`src/rtl/uart_rx_to_mem.sv`:
```
// uart_rx_to_mem: 8N1 UART receiver that writes arriving bytes, in order, into a ROW*COLUMN matrix memory.
module uart_rx_to_mem #(
  parameter int ROW          = 2,
  parameter int COLUMN       = 2,
  parameter int CLKS_PER_BIT = 10416
) (
  input  logic        clk,
  input  logic        rst,
  input  logic        rx_data,
  input  logic        load_start,
  output logic        write,
  output logic [31:0] write_address,
  output logic [7:0]  write_value,
  output logic        busy,
  output logic        load_done,
  output logic        frame_err,
  output logic [31:0] values_rcvd_count
);
  localparam int CW = $clog2(CLKS_PER_BIT + 1);
  localparam logic [CW-1:0] FULL = CW'(CLKS_PER_BIT - 1);
  localparam logic [CW-1:0] HALF = CW'(CLKS_PER_BIT / 2 - 1);
  localparam logic [31:0] LAST = 32'(ROW * COLUMN - 1);

  typedef enum logic [2:0] {R_IDLE, R_START, R_DATA, R_STOP, R_BREAK} rx_state_t;
  typedef enum logic [1:0] {L_IDLE, L_RECV, L_DONE} ld_state_t;

  rx_state_t   rx_q;
  ld_state_t   ld_q;
  logic [1:0]  sync_q;
  logic [CW-1:0] clk_cnt_q;
  logic [2:0]  bit_cnt_q;
  logic [7:0]  shift_q;
  logic        ls_q;
  logic        rx_s, byte_valid, stop_err, ls_edge;

  always_comb begin
    rx_s       = sync_q[1];
    byte_valid = (rx_q == R_STOP) && (clk_cnt_q == FULL) && rx_s;
    stop_err   = (rx_q == R_STOP) && (clk_cnt_q == FULL) && !rx_s;
    ls_edge    = load_start && !ls_q;
  end

  // Samples land mid-bit: half a bit after the falling start edge, then every full bit.
  always_ff @(posedge clk) begin
    if (rst) begin
      sync_q    <= 2'b11;
      rx_q      <= R_IDLE;
      clk_cnt_q <= '0;
      bit_cnt_q <= '0;
      shift_q   <= '0;
    end else begin
      sync_q    <= {sync_q[0], rx_data};
      clk_cnt_q <= clk_cnt_q + 1'b1;
      case (rx_q)
        R_IDLE: begin
          clk_cnt_q <= '0;
          if (!rx_s) rx_q <= R_START;
        end
        R_START: if (clk_cnt_q == HALF) begin
          clk_cnt_q <= '0;
          bit_cnt_q <= '0;
          rx_q      <= rx_s ? R_IDLE : R_DATA;
        end
        R_DATA: if (clk_cnt_q == FULL) begin
          clk_cnt_q <= '0;
          shift_q   <= {rx_s, shift_q[7:1]};
          bit_cnt_q <= bit_cnt_q + 1'b1;
          if (bit_cnt_q == 3'd7) rx_q <= R_STOP;
        end
        R_STOP:  if (clk_cnt_q == FULL) rx_q <= rx_s ? R_IDLE : R_BREAK;
        R_BREAK: if (rx_s) rx_q <= R_IDLE;
        default: rx_q <= R_IDLE;
      endcase
    end
  end

  always_ff @(posedge clk) begin
    if (rst) begin
      ld_q              <= L_IDLE;
      ls_q              <= 1'b0;
      write             <= 1'b0;
      write_address     <= '0;
      write_value       <= '0;
      busy              <= 1'b0;
      load_done         <= 1'b0;
      frame_err         <= 1'b0;
      values_rcvd_count <= '0;
    end else begin
      ls_q      <= load_start;
      write     <= 1'b0;
      load_done <= 1'b0;
      if (stop_err && busy) frame_err <= 1'b1;
      case (ld_q)
        L_IDLE: if (ls_edge) begin
          ld_q              <= L_RECV;
          values_rcvd_count <= '0;
          frame_err         <= 1'b0;
          busy              <= 1'b1;
        end
        L_RECV: if (byte_valid) begin
          write             <= 1'b1;
          write_address     <= values_rcvd_count;
          write_value       <= shift_q;
          values_rcvd_count <= values_rcvd_count + 32'd1;
          if (values_rcvd_count == LAST) ld_q <= L_DONE;
        end
        L_DONE: begin
          load_done <= 1'b1;
          busy      <= 1'b0;
          ld_q      <= L_IDLE;
        end
        default: ld_q <= L_IDLE;
      endcase
    end
  end
endmodule

```
`config.mk`:
```
export PLATFORM = sky130hd
export DESIGN_NAME = uart_rx_to_mem
export DESIGN_NICKNAME = d
export VERILOG_FILES = /design/src/rtl/uart_rx_to_mem.sv
export SDC_FILE = /design/constraint.sdc
export NUM_CORES = 1
export LEC_CHECK = 0
export CORE_ASPECT_RATIO = 0.7
export CORE_MARGIN = 2
export CORE_UTILIZATION = 53
export CTS_CLUSTER_DIAMETER = 200
export CTS_CLUSTER_SIZE = 24
export DETAILED_ROUTE_END_ITERATION = 10
export HOLD_SLACK_MARGIN = 0.03
export PLACE_DENSITY_LB_ADDON = 0.12
export RECOVER_POWER = 100
export SYNTH_ARGS = -nofsm -noshare
export SYNTH_HDL_FRONTEND = slang
export SYNTH_SLANG_ARGS = --single-unit
export TNS_END_PERCENT = 5
```
`constraint.sdc`:
```
create_clock -name clk -period 2.5 [get_ports clk]
set_input_delay 0.5 -clock clk [delete_from_list [all_inputs] [get_ports clk]]
set_output_delay 0.5 -clock clk [all_outputs]
set_load 0.02 [all_outputs]
```
==> metrics <==
transition time at the pin with the least slew margin 1160 ps; required time of the worst setup path about 2800 ps; Max Root-Sink Buffers 2; clock latency of the later-clocked register in the worst-skew pair 350 ps; FF+latch count, synth ~110; top cells by area in the synthesized netlist dfxtp_1 45%, nand2_1 9.6%, a21oi_1 8.0%; 1st-iter DRT viols 389; CTS tree built; crit path setup slack, layout 143 ps; total inserted antenna cells 0; fraction of synthesized cell area taken by the top area cell type 0.454; wire length on met1 about 5900 um; setup repair after global routing missed its margin false; starting density of the core 0.538; pre-CTS setup slack 164 ps; clock network power share 0.392; number of stages on the worst hold path 1; sequential fraction of design power 0.515; half-perimeter wire length after placement 8790 um; first-pass GRT wire length 20,900 um; post-CTS clock slew at the launch and capture registers of the worst setup and hold paths 70 ps; Distinct cells, synth 56; Fin Hold WS 415 ps; drt via density about 5.8; post-synthesis cell type with the largest combined area dfxtp_1; final weighted congestion in routability-driven placement between 0.9 and 1; number of optimization iterations in the first detailed-route pass 6; area growth from synthesis to layout 25.7%; minimum clock period after layout about 2400 ps; commonest cells after routing, fill and taps aside 123 x nand2_1, 109 x dfxtp_1, 77 x a21oi_1, 77 x dlygate4sd3_1, 43 x nor2_1; aggregate routed wire length 12,700 um; number of instances in the synthesized netlist 597; Sw Pwr just over 900 uW; DR WL met3 around 1000 um; setup clock skew after layout approximately 6.2 ps; Die ar. 0.00986 sq mm; initial antenna violation count 0; setup_tns 0 ps; relative slew slack 0.228; io pins 80; most common library cell in the layout ignoring fill and taps nand2_1; Final setup viols 0; RR Endpoint values_rcvd_count[30]$_SDFFE_PP0P_; portion of the clock cycle consumed by the worst path in the final layout 0.943; placeable core region approximately 0.0089 sq mm; r2r worst-path depth 6; Setup crit start kind flip-flop; switching part of the total 0.257; Post-DRT Antenna Nets 0; run status finished clean; pins over their slew limit 0; fraction of final layout cells sized beyond drive strength 1 0.0722; Die H 83.7 um; leakage power total 0.00225 uW; DRC violations left 0; Wirelength per Cell 15.8 um; Die X 118 um; # H-tree levels 3; power per cell area 593 mW/mm^2; Achievable Freq 424 MHz; max-cap violation count 0; Post-synth EDFFs 0; VDD IR-drop max roughly 0.36 mV; Synth Warn # 0; fraction of power consumed by combinational cells 0.094; total met2 wirelength after detailed routing 5550 um; final instance area between 0.006 and 0.007 sq mm; number of global-route vias before repair 4,189; sequential element share of the synthesized area 0.454; highest net fanout along the worst path 6; detailed-route via count 4,634; synthesized area per cell between 8 and 9 sq um; Cell Int Power 2660 uW; cell at the root of the clock tree clkbuf_16; number of buffers added to fix hold violations after cts 0; kind of end point of the critical path flip-flop; post-synthesis net count 605; Top Metal Used met4; largest net degree at the start of global routing 41; path type of the worst setup path flip-flop to flip-flop; sink of the worst hold path sync_q[1]$_SDFF_PP1_; setup fix buffers added after clock tree synthesis 0; row count 29; Cell Area, Placed 0.00577 sq mm; Inserted Clock Buffers 9; commonest register cell after synthesis dfxtp_1; Congestion Overflow GR 0; worst reg2reg startpoint clk_cnt_q[0]$_SDFF_PP0_; share of async-settable or async-resettable flops after synthesis 0; worst min path class flip-flop to flip-flop; Arr. time, crit path 2640 ps; Cell Area, Synth 0.00481 sq mm; setup slack on the worst flop-to-flop path 140 ps; total clock sinks 109; sum of internal, switching and leakage power roughly 3600 uW; Buffers on Ports just under 80; PostCTS Resize Cnt 0; fin nets a little under 700; start point of the worst min-delay path sync_q[0]$_SDFF_PP1_; total routing usage reported by global routing 0.258; Hold Fails Final Rpt 0
through the flow:
stage	cells	util
final	803	0.677
after CTS	803	0.680
after detailed placement	787	0.646
after global placement	787	0.646
after floorplan	597	-
after global routing	803	0.677
state kept, by name, indices dropped and copies added (netlist names), 3 cells and up:
name,count
values_rcvd_count,32
write_address,32
clk_cnt_q,14
shift_q,8
write_value,8
rx_q,3
bit_cnt_q,3
power groups by stage:
stage	sequential, uW	clock, uW	combinational, uW
CTS	1840	1420	339
global placement	1880	0	322
global route	1850	1490	370
floorplan	1830	0	302
finish	1840	1400	336
detailed placement	1880	0	336
metal layers:
layer	vias up	GRT usage
met5	-	0
li1	2265	-
met3	18	0.0663
met2	181	0.390
met4	0	0.0635
met1	2170	0.369
critical path, cell delays in order (launching register included):
cell and delay, ps:
dfxtp_1 370, ha_1 250, or3b_4 430, nor4_4 400, nand4_1 240, nor4_1 370
mux2i_1 220
synth_stat cells (2+ instances only):
master / instances
a211oi_1: 2
a21o_1: 2
a21oi_1: 77
a31oi_1: 9
a41oi_1: 4
and2_1: 4
and2_2: 2
and3_1: 8
and4_1: 6
buf_2: 13
clkbuf_1: 20
dfxtp_1: 109
ha_1: 4
inv_1: 8
mux2i_1: 6
nand2_1: 123
nand2b_1: 7
nand3_1: 19
nand3b_1: 2
nand4_1: 13
nand4b_1: 3
nor2_1: 43
nor2b_1: 2
nor3_1: 11
nor4_1: 13
nor4b_1: 4
o21ai_0: 21
o31ai_1: 9
or2_2: 8
or3_1: 5
or4_1: 4
or4bb_1: 2
xnor2_1: 6
xor2_1: 6
kinds of logic after synthesis:
logic type | share of synthesized area
flops | 0.454
fa+ha+maj | 0.0104
simple gates | 0.307
xor+xnor | 0.0219
mux | 0.0125
compound gates | 0.157
buf+inv | 0.0370
final cells by class:
| class | instances | area (sq um) |
|---|---|---|
| Fill cell | 792 | 2880 |
| Multi-Input combinational cell | 446 | 2440 |
| Sequential cell | 109 | 2180 |
| Timing Repair Buffer | 100 | 933 |
| Clock buffer | 12 | 267 |
| Tap cell | 124 | 155 |
| Clock inverter | 4 | 30.0 |
| Inverter | 8 | 30.0 |
worst max path at each step:
stage	to	from	slack, ps
3_3_place_gp	values_rcvd_count[19]$_SDFFE_PP0P_	load_start	240
5_1_grt	values_rcvd_count[26]$_SDFFE_PP0P_	clk_cnt_q[0]$_SDFF_PP0_	30
6_report	values_rcvd_count[30]$_SDFFE_PP0P_	clk_cnt_q[0]$_SDFF_PP0_	140
2_1_floorplan	values_rcvd_count[26]$_SDFFE_PP0P_	values_rcvd_count[0]$_SDFFE_PP0P_	330
3_5_place_dp	values_rcvd_count[30]$_SDFFE_PP0P_	clk_cnt_q[0]$_SDFF_PP0_	160
4_1_cts	values_rcvd_count[30]$_SDFFE_PP0P_	clk_cnt_q[0]$_SDFF_PP0_	160
No activity file was read; power rests on OpenSTA's default activity.
